### src/rtl/fpu_add_arbiter.sv
// fpu_add_arbiter: shares one combinational FP adder among NUM_REQ requesters (IDLE -> EXEC -> RESP).
// Define FPU_ADD_ARB_RR_EN for round-robin arbitration; otherwise fixed priority, lowest index wins.
module fpu_add_arbiter #(
    parameter int NUM_REQ     = 4,
    parameter int FLOAT_WIDTH = 16,
    parameter int RM_WIDTH    = 3    // width of fpu_rounding_mode_t
) (
    input  logic                           CLK,
    input  logic                           nRST,
    input  logic [NUM_REQ-1:0]             req_valid,
    output logic [NUM_REQ-1:0]             req_ready,
    input  logic [NUM_REQ*FLOAT_WIDTH-1:0] req_float1,
    input  logic [NUM_REQ*FLOAT_WIDTH-1:0] req_float2,
    input  logic [NUM_REQ*RM_WIDTH-1:0]    req_rounding_mode,
    output logic [FLOAT_WIDTH-1:0]         add_float1,
    output logic [FLOAT_WIDTH-1:0]         add_float2,
    output logic [RM_WIDTH-1:0]            add_rounding_mode,
    input  logic [FLOAT_WIDTH-1:0]         add_sum,
    output logic [NUM_REQ-1:0]             resp_valid,
    input  logic [NUM_REQ-1:0]             resp_ready,
    output logic [FLOAT_WIDTH-1:0]         resp_sum,
    output logic                           busy
);

    localparam int IDX_W = (NUM_REQ > 1) ? $clog2(NUM_REQ) : 1;

    typedef enum logic [1:0] {
        IDLE = 2'd0,
        EXEC = 2'd1,
        RESP = 2'd2
    } state_t;

    state_t                 state_q;
    logic [IDX_W-1:0]       owner_q;
    logic [FLOAT_WIDTH-1:0] op1_q;
    logic [FLOAT_WIDTH-1:0] op2_q;
    logic [RM_WIDTH-1:0]    rm_q;
    logic [FLOAT_WIDTH-1:0] sum_q;
    logic [NUM_REQ-1:0]     resp_valid_q;
    logic                   busy_q;

    logic                   win_found;
    logic [IDX_W-1:0]       win_idx;
    logic [FLOAT_WIDTH-1:0] sel_op1;
    logic [FLOAT_WIDTH-1:0] sel_op2;
    logic [RM_WIDTH-1:0]    sel_rm;

`ifdef FPU_ADD_ARB_RR_EN
    logic [IDX_W-1:0]       ptr_q;
    logic [IDX_W-1:0]       cand;
`endif

    // Winner selection; the search starts just after the last winner in round-robin mode.
    always_comb begin
        win_found = 1'b0;
        win_idx   = '0;
`ifdef FPU_ADD_ARB_RR_EN
        cand      = '0;
        for (int k = 1; k <= NUM_REQ; k++) begin
            cand = IDX_W'((int'(ptr_q) + k) % NUM_REQ);
            for (int i = 0; i < NUM_REQ; i++) begin
                if (!win_found && (cand == IDX_W'(i)) && req_valid[i]) begin
                    win_found = 1'b1;
                    win_idx   = cand;
                end
            end
        end
`else
        for (int i = NUM_REQ - 1; i >= 0; i--) begin
            if (req_valid[i]) begin
                win_found = 1'b1;
                win_idx   = IDX_W'(i);
            end
        end
`endif
    end

    always_comb begin
        sel_op1 = '0;
        sel_op2 = '0;
        sel_rm  = '0;
        for (int i = 0; i < NUM_REQ; i++) begin
            if (win_idx == IDX_W'(i)) begin
                sel_op1 = req_float1[i*FLOAT_WIDTH +: FLOAT_WIDTH];
                sel_op2 = req_float2[i*FLOAT_WIDTH +: FLOAT_WIDTH];
                sel_rm  = req_rounding_mode[i*RM_WIDTH +: RM_WIDTH];
            end
        end
    end

    // Grant is combinational from req_valid and never looks at resp_ready.
    always_comb begin
        req_ready = '0;
        if (nRST && (state_q == IDLE) && win_found) begin
            req_ready[win_idx] = 1'b1;
        end
    end

    assign add_float1        = op1_q;
    assign add_float2        = op2_q;
    assign add_rounding_mode = rm_q;
    assign resp_sum          = sum_q;
    assign resp_valid        = nRST ? resp_valid_q : '0;
    assign busy              = nRST & busy_q;

    always_ff @(posedge CLK) begin
        if (!nRST) begin
            state_q      <= IDLE;
            owner_q      <= '0;
            op1_q        <= '0;
            op2_q        <= '0;
            rm_q         <= '0;
            sum_q        <= '0;
            resp_valid_q <= '0;
            busy_q       <= 1'b0;
`ifdef FPU_ADD_ARB_RR_EN
            ptr_q        <= IDX_W'(NUM_REQ - 1);
`endif
        end else begin
            case (state_q)
                IDLE: begin
                    if (win_found) begin
                        owner_q <= win_idx;
                        op1_q   <= sel_op1;
                        op2_q   <= sel_op2;
                        rm_q    <= sel_rm;
                        busy_q  <= 1'b1;
                        state_q <= EXEC;
`ifdef FPU_ADD_ARB_RR_EN
                        ptr_q   <= win_idx;
`endif
                    end
                end
                EXEC: begin
                    sum_q        <= add_sum;
                    resp_valid_q <= NUM_REQ'(1) << owner_q;
                    state_q      <= RESP;
                end
                RESP: begin
                    if (resp_ready[owner_q]) begin
                        resp_valid_q <= '0;
                        busy_q       <= 1'b0;
                        state_q      <= IDLE;
                    end
                end
                default: begin
                    resp_valid_q <= '0;
                    busy_q       <= 1'b0;
                    state_q      <= IDLE;
                end
            endcase
        end
    end

endmodule

### config.mk
export PLATFORM = sky130hd
export DESIGN_NAME = fpu_add_arbiter
export DESIGN_NICKNAME = d
export VERILOG_FILES = /design/src/rtl/fpu_add_arbiter.sv
export SDC_FILE = /design/constraint.sdc
export NUM_CORES = 1
export LEC_CHECK = 0
export CAP_MARGIN = 20
export CORE_AREA = 2 2 97 99
export DETAILED_ROUTE_END_ITERATION = 10
export DIE_AREA = 0 0 99 101
export GPL_TIMING_DRIVEN = 1
export PLACE_DENSITY = 0.88
export SLEW_MARGIN = 20
export SYNTH_ARGS = -nofsm -noshare
export SYNTH_HDL_FRONTEND = slang
export SYNTH_SLANG_ARGS = --single-unit
### constraint.sdc
create_clock -name CLK -period 2.3 [get_ports CLK]
set_clock_uncertainty 0.1 [all_clocks]
set_input_delay 0.46 -clock CLK [delete_from_list [all_inputs] [get_ports CLK]]
set_output_delay 0.46 -clock CLK [all_outputs]
set_load 0.02 [all_outputs]
### Word level (Yosys, flattened, before mapping)

Index checks and enable logic that the tools add are counted.

| word-level totals | value |
|---|---|
| register bits after elaboration | 60 |
| input port bits | 166 |
| word-level logic and storage cells | 65 |

| cells by class | value |
|---|---|
| equality and inequality tests | 7 |
| reductions and logical operators | 9 |
| bitwise gates (word level) | 3 |
| multiplexer cells | 34 |
| shift operators | 1 |
| $lt $le $gt $ge | 3 |

Operators by type and width:

| kind | number |
|---|---|
| 2-to-1 mux 16 bit | 8 |
| 2-to-1 mux 2 bit | 6 |
| 2-to-1 mux 3 bit | 4 |
| 2-to-1 mux 4 bit | 3 |
| case mux 4 bit (3 select lines) | 1 |
| 2-to-1 mux 1 bit | 8 |
| equality test 2 bit (second input constant) | 3 |
| less-than comparator 2 x 3 -> 1 bit (second input constant) | 2 |
| case mux 2 bit (3 select lines) | 1 |
| AND reduction 2 bit | 3 |
| equality test 2 x 1 -> 1 bit (second input constant) | 2 |
| zero test 2 bit | 2 |
| != test 2 bit (second input constant) | 2 |
| << shifter 1 x 2 -> 4 bit (first input constant) | 1 |
| logical AND 1 bit | 3 |
| case mux 1 bit (3 select lines) | 1 |
| AND reduction 3 bit | 1 |
| binary-select mux 1 bit (select 2 bit) | 1 |
| demux 1 bit (select 2 bit) | 1 |
| greater-or-equal comparator 2 x 1 -> 1 bit (second input constant) | 1 |
| inverter 1 bit | 2 |
| bitwise AND 1 bit | 1 |

### Longest topological paths before layout

| logic depth | value |
|---|---|
| depth in word-level cells | 9 |
| gate-level depth with buffers | 6 |

### Worst setup path before layout

Ideal clock, no wire load.

| timing | value |
|---|---|
| path kind | input to output |
| start point | input nRST |
| end point | output req_ready[2] |
| stages | 4 |
| arrival time | 1775 ps |
| setup slack | -35 ps |
| required time | 1740 ps |
| path buffers | 2 |
| cell sequence | buf_2 -> clkbuf_1 -> nand2_1 -> nor4b_1 |

| on the way | value |
|---|---|
| word-level cells in the longest chain between the ends | 3 |

RTL lines:

| what | RTL line | text |
|---|---|---|
| start, declared | 9 | `input logic nRST,` |
| logical AND 1 bit (2 in series) | 94 | `if (nRST && (state_q == IDLE) && win_found) begin` |
| 2-to-1 mux 4 bit | 94 |  |
| end, declared | 11 | `output logic [NUM_REQ-1:0] req_ready,` |

Every way passes these cells.

### Worst setup path after layout

| timing | value |
|---|---|
| start point | input req_valid[2] |
| end point | output req_ready[3] |

| on the way | value |
|---|---|
| word-level cells in the longest chain between the ends | 8 |
| elaborated cells on any way between the ends | 13 |

RTL lines:

| what | RTL line | text |
|---|---|---|
| start, declared | 10 | `input logic [NUM_REQ-1:0] req_valid,` |
| 2-to-1 mux 2 bit (3 in series) | 70 | `if (req_valid[i]) begin` |
| less-than comparator 2 x 3 -> 1 bit (implied by the code) or greater-or-equal comparator 2 x 1 -> 1 bit (tied branches) | 95 | `req_ready[win_idx] = 1'b1;` |
| logical AND 1 bit (implied by the code) | 95 |  |
| 2-to-1 mux 1 bit (implied by the code) | 95 |  |
| demux 1 bit (select 2 bit) | 95 |  |
| 2-to-1 mux 4 bit * | 94 |  |

Mark *: on every way between the ends. The rest lies on a longest branch, timed or not.

==> results.txt <==
* Outcome: finished, final reports clean
- Yosys printed 0 warnings.
- Smallest setup slack after layout: 0.151 ns
- The tightest hold path in the finished design has a slack of between 0.3 and 0.4 ns.
* Relative max-transition margin: between 50% and 60%
* Clock network latency to the later pin of the worst-skew pair: 0.34 ns
* Worst slew pin tran: 0.732 ns
* Number of buffers on the longest clock path: 2
- Effective utilization at floorplan: between 30% and 40%
- Antenna violation net count after detailed routing: 0
- Count of final setup violators: 0
- Total grt overflow: 0
* Post-placement cell count: between 700 and 800
* Placer's final routability congestion estimate: 0.839
- The worst setup path is launched from a primary input.
- Counting every net in the synthesized netlist gives 580.
- Count of unresolved DRC violations after routing: 0
* Share of the synthesized area in the top cell type: a little over a third
- For this design, the CTS-stage hold fixing added 0 buffers.
- Counting every instance in the synthesized netlist gives between 400 and 500.
- Clock-pin slew was measured on the worst setup and hold paths at about 0.06 ns.
- Counting the fill cells in the layout gives just over 700.
- The floorplan has 35 rows.
- The analysis attributes to cell leakage a power of 2.23 nW.
- Total number of nets in the final design: roughly 790
* Crit end category: primary output
* Inserted Clock Buffers: 9
- Summed over all layers, the routed wires come to about 13000 um.
- Global routing used roughly a quarter of the available tracks.
- Final hold violations: 0
- Setup repair after global routing left no endpoint under its margin.
- The root buffer cell chosen for the clock tree is sky130_fd_sc_hd__clkbuf_8.
- The worst-case IR drop observed on VDD is 0.000311 V.
* Overall via count from detail_route: about 4.2k
- In the final layout, the share of cells above drive strength 1 is around 8.1%.
- Data required time at the worst endpoint: around 1.7 ns
- The H-tree generated during clock tree synthesis spans 3 levels.
* Cell type with the largest total area after synthesis: sky130_fd_sc_hd__dfxtp_1
- The first routing iteration left between 150 and 200 violations.
- Subtracting the final worst setup slack from the clock period gives between 2 and 2.5 ns.
- FF+latch count, synth: 60
* I/O Pins: 226
- Vertical extent of the die: approximately 100 um
- Power per cell area: about 570 nW/um^2
- After synthesis the cells add up to around 3400 um^2.
- OpenSTA, run right after detailed placement, puts the worst setup slack at -0.527 ns.
- The tool flagged a number of max-cap violations equal to 0.
* Number of max-slew violations in the final report: 0
* Synthesis-to-layout area growth: 75.1%
- During placement, the flow inserted port buffers numbering between 200 and 250.
- The via count of the first global-routing pass is between 4k and 5k.
* Standard cell core area: 8980 um^2
* Total clock sinks: 60
- Worst Path Arrival: 1.59 ns
- Peak clock frequency supported by timing: roughly 470 MHz
* Synth Area per Inst: between 8 and 9 um^2
- The critical path in this run is classified as primary input to primary output.
- The initial antenna violation count is 1.
- Estimated wirelength of the detail-placed design: between 9000 and 10000 um
* Wire per inst: 17.3 um
* TritonCTS clock tree: done
- Dividing the final minimum period by the clock period gives just over 90%.
- Maximum number of pins on one net before global-route repair: 73
- Before antenna repair, the detailed router went through 4 iterations.
- First-pass GRT wire length: between 15000 and 20000 um
* Final cell count without fillers: roughly 740
- After detailed routing, the number of vias per cell comes to between 5 and 6.
- Most area-consuming cells after synthesis: sky130_fd_sc_hd__dfxtp_1, sky130_fd_sc_hd__a211o_1, sky130_fd_sc_hd__a32oi_1
* Width of the die: 99 um
- Cell variety after synth: 35
- Of the synthesized area, sequential elements account for roughly a third.
* Overall die area: between 9000 and 10000 um^2
* Hold WC Path Type: register to register
* Highest net fanout along the worst path: 16
-- cell usage in the layout (no fill, tap or decap), types with 2 or more instances in the layout --
master	instances
sky130_fd_sc_hd__nand3_1	36
sky130_fd_sc_hd__o21ai_1	30
sky130_fd_sc_hd__a211o_1	36
sky130_fd_sc_hd__clkdlybuf4s50_1	216
sky130_fd_sc_hd__dlymetal6s2s_1	2
sky130_fd_sc_hd__a21boi_0	16
sky130_fd_sc_hd__a32oi_1	35
sky130_fd_sc_hd__buf_4	19
sky130_fd_sc_hd__o22ai_1	2
sky130_fd_sc_hd__buf_12	3
sky130_fd_sc_hd__o32ai_1	2
sky130_fd_sc_hd__and2_1	2
sky130_fd_sc_hd__nor2_1	3
sky130_fd_sc_hd__clkbuf_8	10
sky130_fd_sc_hd__buf_2	3
sky130_fd_sc_hd__inv_1	6
sky130_fd_sc_hd__dfxtp_1	60
sky130_fd_sc_hd__nand2b_1	36
sky130_fd_sc_hd__o21ai_0	8
sky130_fd_sc_hd__clkinv_4	2
sky130_fd_sc_hd__nand2_1	39
sky130_fd_sc_hd__o211ai_1	36
sky130_fd_sc_hd__clkinv_2	2
sky130_fd_sc_hd__dlygate4sd2_1	2
sky130_fd_sc_hd__bufinv_16	2
-- state kept, by name, indices dropped and copies added (netlist names) --
register and cells:
state_q 2, resp_valid_q 4, busy_q 1, add_float1 16, add_rounding_mode 3, owner_q 2, resp_sum 16, add_float2 16
-- layer usage --
layer | vias to the layer above | part of all wire [%] | global-route usage, %
li1 | 1980 | - | -
met1 | 1953 | 37 | 26.8
met2 | 221 | 50 | 44.5
met3 | 37 | 9.4 | 6.87
met4 | 0 | 3.4 | 12.4
met5 | - | 0 | 0
-- metrics by stage --
| stage | utilization, % | setup TNS (ns) | power, mW | cell area (um^2) |
|---|---|---|---|---|
| floorplan | - | 0 | 1.77 | 3440 |
| global placement | 64.2 | -3.90 | 2.35 | 5770 |
| detailed placement | 64.2 | -5.39 | 2.39 | 5770 |
| CTS | 66.7 | -0.0467 | 3.46 | 5990 |
| global route | 67.0 | 0 | 3.62 | 6010 |
| finish | 67.0 | 0 | 3.45 | 6020 |
-- synthesized netlist by cell type --
cell type,number
sky130_fd_sc_hd__dfxtp_1,60
sky130_fd_sc_hd__nand2_1,40
sky130_fd_sc_hd__a211o_1,36
sky130_fd_sc_hd__nand2b_1,36
sky130_fd_sc_hd__nand3_1,36
sky130_fd_sc_hd__o211ai_1,36
sky130_fd_sc_hd__a32oi_1,35
sky130_fd_sc_hd__o21ai_1,30
sky130_fd_sc_hd__buf_2,21
sky130_fd_sc_hd__a21boi_0,16
sky130_fd_sc_hd__clkbuf_1,15
sky130_fd_sc_hd__o21ai_0,8
sky130_fd_sc_hd__inv_1,7
sky130_fd_sc_hd__buf_4,5
sky130_fd_sc_hd__buf_1,4
sky130_fd_sc_hd__buf_6,4
sky130_fd_sc_hd__nor2_1,3
sky130_fd_sc_hd__and2_1,2
sky130_fd_sc_hd__nor2b_1,2
sky130_fd_sc_hd__o22ai_1,2
sky130_fd_sc_hd__o32ai_1,2
sky130_fd_sc_hd__a21boi_1,1
sky130_fd_sc_hd__a21boi_2,1
sky130_fd_sc_hd__a21o_1,1
sky130_fd_sc_hd__and3_1,1
sky130_fd_sc_hd__clkbuf_2,1
sky130_fd_sc_hd__mux4_2,1
sky130_fd_sc_hd__nand3_2,1
sky130_fd_sc_hd__nor3_2,1
sky130_fd_sc_hd__nor3b_1,1
sky130_fd_sc_hd__nor4_1,1
sky130_fd_sc_hd__nor4b_1,1
sky130_fd_sc_hd__o211a_1,1
sky130_fd_sc_hd__o31ai_1,1
sky130_fd_sc_hd__or2_1,1
-- repair_timing --
| action | CTS | global route |
|---|---|---|
| endpoints found under the setup margin | 4 | 3 |
| buffers inserted | 0 | 0 |
| pin swaps | 0 | 2 |
| resized for setup | 17 | 7 |
-- worst max-delay path: stages --
cell,delay (ns)
sky130_fd_sc_hd__dlygate4sd2_1,0.30
sky130_fd_sc_hd__buf_4,0.23
sky130_fd_sc_hd__nor2_1,0.15
sky130_fd_sc_hd__nand3_2,0.10
sky130_fd_sc_hd__nor2_1,0.09
sky130_fd_sc_hd__clkdlybuf4s15_2,0.26
-- cells by family (layout without fill, tap and decap cells) --
kind of cell    Yosys count  in the layout  synth area share [%]
mux                       1              1                 0.655
other cells               0              1                     0
buf+inv                  57            269                  8.45
compound gates          170            170                  37.1
flops                    60             60                  34.9
simple gates            126            126                  18.8
-- layout make-up --
cell class	instances	area (um^2)	area share, %
clock inverter	6	87.6	1.46
tap	111	139	2.31
multi-input combinational	297	1990	33.1
timing repair buffer	246	2430	40.4
inverter	7	26.3	0.437
sequential	60	1200	20.0
clock buffer	10	138	2.29
antenna	1	2.50	0.0416
-- power by group --
part | internal [mW] | switching [mW]
combinational | 0.622 | 0.545
sequential | 1.15 | 0.0577
clock | 0.639 | 0.436
total | 2.41 | 1.04
-- final timing paths --
check,startpoint,to,slack [ns],depth (start not counted)
max,req_valid[2],req_ready[3],0.15,6
min,add_rounding_mode[2],add_rounding_mode[2],0.36,2
min reg2reg,add_rounding_mode[2],add_rounding_mode[2],0.36,2
max reg2reg,state_q[0],add_float1[10],0.66,5
Note: power is estimated with default switching activity, not from simulation.
